--- config.mk ---
export PLATFORM = sky130hd
export DESIGN_NAME = section_input
export DESIGN_NICKNAME = d
export VERILOG_FILES = /design/src/rtl/section_input_pkg.sv /design/src/rtl/section_input_hold.sv /design/src/rtl/section_input.sv
export SDC_FILE = /design/constraint.sdc
export NUM_CORES = 1
export LEC_CHECK = 0
export CAP_MARGIN = 20
export CORE_ASPECT_RATIO = 1.1
export CORE_MARGIN = 3
export CORE_UTILIZATION = 35
export CTS_CLUSTER_SIZE = 10
export DETAILED_ROUTE_END_ITERATION = 16
export PLACE_DENSITY = 0.65
export REMOVE_ABC_BUFFERS = 1
export SYNTH_ARGS = -nofsm -noshare
export SYNTH_HDL_FRONTEND = slang
export SYNTH_SLANG_ARGS = --single-unit
export TNS_END_PERCENT = 30
--- constraint.sdc ---
create_clock -name clk -period 1.7 [get_ports clk]
set_input_delay 0.17 -clock clk [delete_from_list [all_inputs] [get_ports clk]]
set_output_delay 0.17 -clock clk [all_outputs]
set_load 0.02 [all_outputs]
--- src/rtl/section_input_pkg.sv ---
// Shared USRT receive definitions: frame constants, FSM state encoding and data-width helpers.
package section_input_pkg;

    localparam int unsigned USRT_STOP_BITS = 2;
    localparam int unsigned USRT_DATA_MAX  = 8;
    localparam int unsigned USRT_DATA_MIN  = 7;
    localparam int unsigned DATA_W         = USRT_DATA_MAX;
    localparam int unsigned BIT_CNT_W      = 3;

    typedef enum logic [1:0] {
        ST_IDLE  = 2'd0,
        ST_DATA  = 2'd1,
        ST_STOP1 = 2'd2,
        ST_STOP2 = 2'd3
    } rx_state_e;

    // Index of the final data bit for the latched frame size.
    function automatic logic [BIT_CNT_W-1:0] last_idx(input logic size8);
        return size8 ? BIT_CNT_W'(USRT_DATA_MAX - 1) : BIT_CNT_W'(USRT_DATA_MIN - 1);
    endfunction

    // Mask of data bits that actually carry payload.
    function automatic logic [DATA_W-1:0] data_mask(input logic size8);
        return size8 ? DATA_W'(8'hFF) : DATA_W'(8'h7F);
    endfunction

endpackage

--- src/rtl/section_input_hold.sv ---
// One-entry holding register for received bytes: valid/ready handshake with sticky overrun.
module section_input_hold
    import section_input_pkg::*;
(
    input  logic              clk,
    input  logic              rst,
    input  logic              load,
    input  logic [DATA_W-1:0] load_data,
    input  logic              rx_ready,
    input  logic              err_clr,
    output logic [DATA_W-1:0] rx_data,
    output logic              rx_valid,
    output logic              overrun
);

    logic pop_c;
    logic blocked_c;

    assign pop_c     = rx_valid & rx_ready;
    assign blocked_c = load & rx_valid & ~pop_c;

    // A load into a full, unpopped register drops the new byte and keeps the old one.
    always_ff @(posedge clk or posedge rst) begin
        if (rst) begin
            rx_data  <= '0;
            rx_valid <= 1'b0;
        end else if (load && !blocked_c) begin
            rx_data  <= load_data;
            rx_valid <= 1'b1;
        end else if (pop_c) begin
            rx_valid <= 1'b0;
        end
    end

    always_ff @(posedge clk or posedge rst) begin
        if (rst) begin
            overrun <= 1'b0;
        end else if (blocked_c) begin
            overrun <= 1'b1;
        end else if (err_clr) begin
            overrun <= 1'b0;
        end
    end

endmodule

--- src/rtl/section_input.sv ---
// USRT receiver: samples rxd on usrt_pedge, checks two stop bits, hands bytes to a holding register.
// Optional macro USRT_RX_PATTERN_CHECK_EN adds the alternating all-0/all-1 frame checker (pattern_err).
module section_input
    import section_input_pkg::*;
#(
    parameter int unsigned CNT_W = 8
) (
    input  logic              clk,
    input  logic              rst,
    input  logic              usrt_pedge,
    input  logic              size_flag,
    input  logic              rts,
    input  logic              rxd,
    input  logic              rx_ready,
    input  logic              err_clr,
    output logic [DATA_W-1:0] rx_data,
    output logic              rx_valid,
    output logic              frame_err,
    output logic              overrun,
    output logic [CNT_W-1:0]  frame_cnt
`ifdef USRT_RX_PATTERN_CHECK_EN
    ,
    output logic              pattern_err
`endif
);

    rx_state_e             state_q, state_d;
    logic [BIT_CNT_W-1:0]  bit_cnt_q, bit_cnt_d;
    logic [DATA_W-1:0]     shift_q, shift_d;
    logic                  size8_q, size8_d;
    logic                  err_set_c;
    logic                  deliver_c;
    logic [DATA_W-1:0]     byte_c;

    always_ff @(posedge clk or posedge rst) begin
        if (rst) begin
            state_q   <= ST_IDLE;
            bit_cnt_q <= '0;
            shift_q   <= '0;
            size8_q   <= 1'b0;
        end else begin
            state_q   <= state_d;
            bit_cnt_q <= bit_cnt_d;
            shift_q   <= shift_d;
            size8_q   <= size8_d;
        end
    end

    // Frame FSM; only strobe cycles advance, any rts drop mid-frame aborts it.
    always_comb begin
        state_d   = state_q;
        bit_cnt_d = bit_cnt_q;
        shift_d   = shift_q;
        size8_d   = size8_q;
        err_set_c = 1'b0;
        deliver_c = 1'b0;
        if (usrt_pedge) begin
            case (state_q)
                ST_IDLE: begin
                    if (rts && !rxd) begin
                        state_d   = ST_DATA;
                        bit_cnt_d = '0;
                        shift_d   = '0;
                        size8_d   = size_flag;
                    end
                end
                ST_DATA: begin
                    if (!rts) begin
                        err_set_c = 1'b1;
                        state_d   = ST_IDLE;
                    end else begin
                        shift_d[bit_cnt_q] = rxd;
                        bit_cnt_d          = BIT_CNT_W'(bit_cnt_q + 1'b1);
                        if (bit_cnt_q == last_idx(size8_q)) begin
                            state_d = ST_STOP1;
                        end
                    end
                end
                ST_STOP1: begin
                    if (!rts || !rxd) begin
                        err_set_c = 1'b1;
                        state_d   = ST_IDLE;
                    end else begin
                        state_d = ST_STOP2;
                    end
                end
                ST_STOP2: begin
                    state_d = ST_IDLE;
                    if (!rts || !rxd) begin
                        err_set_c = 1'b1;
                    end else begin
                        deliver_c = 1'b1;
                    end
                end
                default: state_d = ST_IDLE;
            endcase
        end
    end

    assign byte_c = shift_q & data_mask(size8_q);

    // A new error outranks a simultaneous clear.
    always_ff @(posedge clk or posedge rst) begin
        if (rst) begin
            frame_err <= 1'b0;
        end else if (err_set_c) begin
            frame_err <= 1'b1;
        end else if (err_clr) begin
            frame_err <= 1'b0;
        end
    end

    always_ff @(posedge clk or posedge rst) begin
        if (rst) begin
            frame_cnt <= '0;
        end else if (deliver_c) begin
            frame_cnt <= CNT_W'(frame_cnt + 1'b1);
        end
    end

    section_input_hold u_hold (
        .clk       (clk),
        .rst       (rst),
        .load      (deliver_c),
        .load_data (byte_c),
        .rx_ready  (rx_ready),
        .err_clr   (err_clr),
        .rx_data   (rx_data),
        .rx_valid  (rx_valid),
        .overrun   (overrun)
    );

`ifdef USRT_RX_PATTERN_CHECK_EN
    logic last_pat_q;
    logic have_last_q;
    logic all0_c, all1_c, viol_c;

    assign all0_c = (byte_c == '0);
    assign all1_c = (byte_c == data_mask(size8_q));
    assign viol_c = deliver_c & (~(all0_c | all1_c) | (have_last_q & (all1_c == last_pat_q)));

    // Remember the polarity of the last uniform good frame so the next must be the opposite.
    always_ff @(posedge clk or posedge rst) begin
        if (rst) begin
            last_pat_q  <= 1'b0;
            have_last_q <= 1'b0;
        end else if (deliver_c && (all0_c || all1_c)) begin
            last_pat_q  <= all1_c;
            have_last_q <= 1'b1;
        end
    end

    always_ff @(posedge clk or posedge rst) begin
        if (rst) begin
            pattern_err <= 1'b0;
        end else if (viol_c) begin
            pattern_err <= 1'b1;
        end else if (err_clr) begin
            pattern_err <= 1'b0;
        end
    end
`endif

endmodule

Yosys cells after proc, flatten, opt, wreduce, memory -nomap -nowiden
Cells that the tools add are included.
{ "totals": {"register_bits": 33, "elab_cells": 69, "out_inout_bits": 19, "input_bits": 8} }
{ "op_classes": {"eq_ne": 7, "muxes": 28, "reduce_logical": 16, "n_lt_le_gt_ge": 2, "bitwise": 5, "add_sub_neg": 2} }
{ "op_table": {"columns": ["operator", "count"], "rows": [
  ["$mux 8", 3],
  ["$pmux 8 s2", 1],
  ["$mux 1", 13],
  ["$add 8x1->8 const B", 1],
  ["$and 8x8->8", 1],
  ["$bwmux 8", 1],
  ["$mux 2", 4],
  ["$pmux 2 s4", 1],
  ["$reduce_bool 2->1", 4],
  ["$mux 3", 2],
  ["$pmux 3 s2", 1],
  ["$reduce_and 3->1", 2],
  ["$eq 2x2->1 const B", 2],
  ["$lt 3x4->1 const B", 1],
  ["$ne 2x2->1 const B", 2],
  ["$reduce_and 4->1", 1],
  ["$add 3x1->3 const B", 1],
  ["$and 1x1->1", 3],
  ["$demux 1 s3", 1],
  ["$eq 3x3->1", 1],
  ["$ge 3x1->1 const B", 1],
  ["$logic_and 1x1->1", 3],
  ["$logic_not 1->1", 3],
  ["$ne 3x3->1 const B", 1],
  ["6 further kinds", 6]
]} }

Depth between registers and ports, before layout
{ "logic_depth": {"ltp_word": 10, "ltp_mapped": 5} }

Modules after synthesis
Synthesis repeated with hierarchy kept, for this count alone.
{ "unflattened": {"hier_cells": 147, "area_unflattened_um2": 1660.3} }
{ "by_module_without_submodules": {"columns": ["module", "n_inst", "cells_each", "area_each_um2"], "rows": [
  ["section_input", 1, 122, 1243.7],
  ["section_input_hold", 1, 25, 416.6]
]} }

Worst setup path after synthesis
OpenSTA, ideal clock, no wires.
{ "synth_path": {"kind": "reg-to-reg", "from": "register state_q[0]", "to": "register size8_q", "path_buffers": 1, "setup_time_ns": 0.125, "period_less_slack_ns": 1.373, "t_arrival_ns": 1.248, "stages_incl_launch_ff": 5, "path_slack_ns": 0.327, "path_cell_list": "dfrtp_1 buf_2 or2_2 nor2_1 mux2_2"} }
{ "synth_via": {"elab_chain_len": 2} }
{ "synth_rtl": {"columns": ["item", "line", "rtl"], "rows": [
  ["start: declaration", "section_input.sv:27", "rx_state_e state_q, state_d;"],
  ["start signal: assignment", "section_input.sv:42", "state_q <= state_d;"],
  ["$logic_not 2->1", "section_input.sv:58", "case (state_q)"],
  ["$reduce_and 3->1 (no source line)", null, null],
  ["end signal: assignment", "section_input.sv:45", "size8_q <= size8_d;"],
  ["end: declaration", "section_input.sv:30", "logic size8_q, size8_d;"]
]} }
No other way between the ends.
A chain may end at the register's enable or synchronous reset.

Worst setup path after layout
{ "layout_path": {"from": "register bit_cnt_q[0]", "to": "register bit_cnt_q[2]"} }
{ "layout_via": {"elab_chain_len": 3} }
{ "layout_rtl": {"columns": ["item", "line", "rtl"], "rows": [
  ["start: declaration", "section_input.sv:28", "logic [BIT_CNT_W-1:0] bit_cnt_q, bit_cnt_d;"],
  ["start signal: assignment", "section_input.sv:43", "bit_cnt_q <= bit_cnt_d;"],
  ["$add 3x1->3", "section_input.sv:73", "bit_cnt_d = BIT_CNT_W'(bit_cnt_q + 1'b1);"],
  ["$mux 3", "section_input.sv:68", "if (!rts) begin"],
  ["$pmux 3 s2", "section_input.sv:58", null]
]} }
No other way between the ends. The select of a mux whose other input is x is not followed.

==> results.tsv <==
metric	value	unit
Clock Path Buffers	2	
Worst-Skew Late Latency	280	ps
Slew Limit Headroom	0.7270	
Num CTS Buffers	5	
Pre-antenna DRT Iters	4	
post_cts resized	0	
pwr/cell area	895.4	mW/mm^2
Core ar.	0.004379	mm^2
GR Util met3	0.04016	
CTS tree	done	
Ys Warns	0	
post-detail-place hpwl	2510	um
Antenna Nets Post-Route	0	
Sink Count	33	
clk slew on worst S/H paths	70	ps
Area Overhead vs Synth	29.26	%
Die Y	77.56	um
Final nets	200	
largest net degree at the start of global routing	34	
Avg WL per Cell	13.76	um
largest family of logic cells by synthesized area	simple AND/OR/NAND/NOR gates	
Pleak	0.9180	nW
fin. max-slew vios	0	
syn_area_per_cell	10.72	um^2
Synth cell types	38	
Die X	71.05	um
vias in the first global route	1234	
crit path to	bit_cnt_q[2]$_DFFE_PP0P_	
CP Launch Type	register	
Compound-Gate Fraction of Synth Area	0.1167	
clk_skew	6.752	ps
vias	1291	
Post-Synth Simple-Gate Area	0.1767	
global placer's final weighted congestion	0.8265	
DRC Markers	0	
setup violators final	0	
Diodes inserted	0	
Overall Global Routing Usage	0.1330	
postcts setup bufs	0	
xor/xnor share of the synthesized area	0.04301	
Min-Delay Path Class	in2async	
reg2reg start	bit_cnt_q[0]$_DFFE_PP0P_	
initial antenna violation count	0	
final setup TNS	0	ps
Hold Buf Count CTS	0	
Critical Path RT	1910	ps
DR iter-0 viols	58	
period utilization	0.9118	
CP endpoint kind	register	
# IOs	27	
Arr. time, crit path	1760	ps
Hold Fails Final Rpt	0	
CP Class	reg2reg	
wirelength, routed	3358	um
busiest grt layer	met2	
Post-Layout Cell Count	244	
Adder-Cell Fraction of Synth Area	0.01536	
Worst Setup SP	bit_cnt_q[0]$_DFFE_PP0P_	
grt met2 use	0.2208	
min Tclk post-route	1550	ps
maximum fanout along the worst path	13	
register area share after synthesis	0.5069	
H-tree depth	2	
Max Fclk	0.6451	GHz
pre-CTS setup slack	-26.26	ps
RSZ-0062 raised after global routing	false	
Max-cap violations	0	
Post-Syn Area	0.001629	mm^2
reg2reg end	bit_cnt_q[2]$_DFFE_PP0P_	
num rows	25	
CTS Root Cell	clkbuf_8	
first-pass GRT wire length	5768	um
placed instance count	237	
drt via density	5.291	
final setup margin	149.9	ps
setup slack, reg-to-reg	150	ps
Syn Inst Count	152	
die area	0.005510	mm^2
status	finished clean	
IO buf count	26	
gr ovfl total	0	
proportion of layout cells with a drive suffix above 1	0.1789	
Initial Utilization	0.3720	
Reg2Reg Depth	4	
mux share of post-synthesis cell area	0.08065	
post-synthesis sequential element count	33	
Least-Margin Pin Slew	409.5	ps
peak supply drop	515.4	uV
Layout Utilization	0.4809	
GRT met1 Usage	0.1635	
[how the worst min path moves through the flow]
| stage | endpoint | slack (ps) | start | cells after the start |
|---|---|---|---|---|
| detailed placement | frame_cnt[7]$_DFFE_PP0P_ | 470 | frame_cnt[7]$_DFFE_PP0P_ | 1 |
| global placement | frame_cnt[7]$_DFFE_PP0P_ | 460 | frame_cnt[7]$_DFFE_PP0P_ | 1 |
| floorplan | frame_err$_DFFE_PP0P_ | 280 | err_clr | 1 |
| CTS | shift_q[3]$_DFFE_PP0P_ | 300 | rst | 3 |
| finish | shift_q[3]$_DFFE_PP0P_ | 280 | rst | 3 |
| global route | u_hold.rx_data[3]$_DFFE_PP0P_ | 310 | rst | 3 |
[kinds of logic after synthesis]
group / Yosys count
flops: 33
xor+xnor: 8
simple gates: 45
compound gates: 28
buf+inv: 24
mux: 12
fa+ha+maj: 2
[metal layers]
layer,wire length [um],part of all wire
met5,0,0
met4,49,0.015
met3,158,0.047
met2,1650,0.49
met1,1500,0.45
[Yosys cell counts (all sizes together)]
cell type	instances	area share
a211oi	7	0.032
a21oi	1	0.0031
inv	15	0.035
clkbuf	3	0.0069
mux2	9	0.062
or3	1	0.0038
nor3	1	0.0031
ha	2	0.015
nand4	3	0.012
dfrtp	33	0.51
buf	6	0.019
xor2	1	0.0054
o22ai	7	0.027
nand2b	3	0.012
or2	1	0.0038
nand2	7	0.016
and4	2	0.011
nor2	2	0.0046
nand3	7	0.029
and3	3	0.012
or3b	3	0.016
o31ai	2	0.0092
mux2i	3	0.018
o32ai	2	0.011
a32o	1	0.0061
and4b	1	0.0061
a22oi	1	0.0046
nor2b	3	0.012
nand3b	5	0.023
o21ai	6	0.018
or4	1	0.0046
nand4b	1	0.0054
o221ai	1	0.0054
xnor2	7	0.038
and2	1	0.0038
[through the flow]
stage	hold WS (ps)	cell area [um^2]	total power (W)
after floorplan	278.5	1587	0.001151
after global placement	462.8	2019	0.001301
after detailed placement	469.6	2019	0.001318
after CTS	295.8	2106	0.001907
after global routing	309.6	2106	0.001998
final	279.3	2106	0.001885
[layout by cell type, fill, tap and decap left out, types with 2 or more instances in the layout]
cell             count
mux2i_1              3
o21ai_0              6
inv_1               15
nand3b_1             5
clkdlybuf4s50_1     26
and4_1               2
nand4_1              3
xnor2_1              7
nand2_1              7
nand3_1              6
o32ai_1              2
and3_1               3
or3b_2               3
mux2_2               9
dfrtp_1             33
nand2b_1             3
a211oi_1             7
ha_1                 2
nor2_1               2
o22ai_1              7
o31ai_1              2
nor2b_1              3
clkbuf_8             6
buf_4               14
[report_power, final]
group          internal, W  leakage [nW]  switching (W)  total (W)
clock network     0.000321        0.0443       0.000262   0.000583
logic             0.000182         0.427       0.000193   0.000375
registers         0.000850         0.446      0.0000774   0.000928
total              0.00135         0.918       0.000532    0.00189
[state kept, by name (all words and copies together) (netlist names)]
register,flops
frame_err,1
u_hold.rx_data,8
size8_q,1
u_hold.rx_valid,1
bit_cnt_q,3
frame_cnt,8
u_hold.overrun,1
state_q,2
shift_q,8
[cell type report]
| class | count | area [um^2] |
|---|---|---|
| fill | 411 | 2273 |
| sequential | 33 | 825.8 |
| multi-input combinational | 95 | 704.4 |
| timing repair buffer | 40 | 365.4 |
| clock buffer | 7 | 86.33 |
| tap | 54 | 67.56 |
| inverter | 15 | 56.30 |
[critical path, stage by stage (launching register included)]
cell	delay [ps]
dfrtp_1	560
ha_1	220
inv_1	50
or4_1	500
a21oi_1	150
Power figures use the tool's default switching activity.
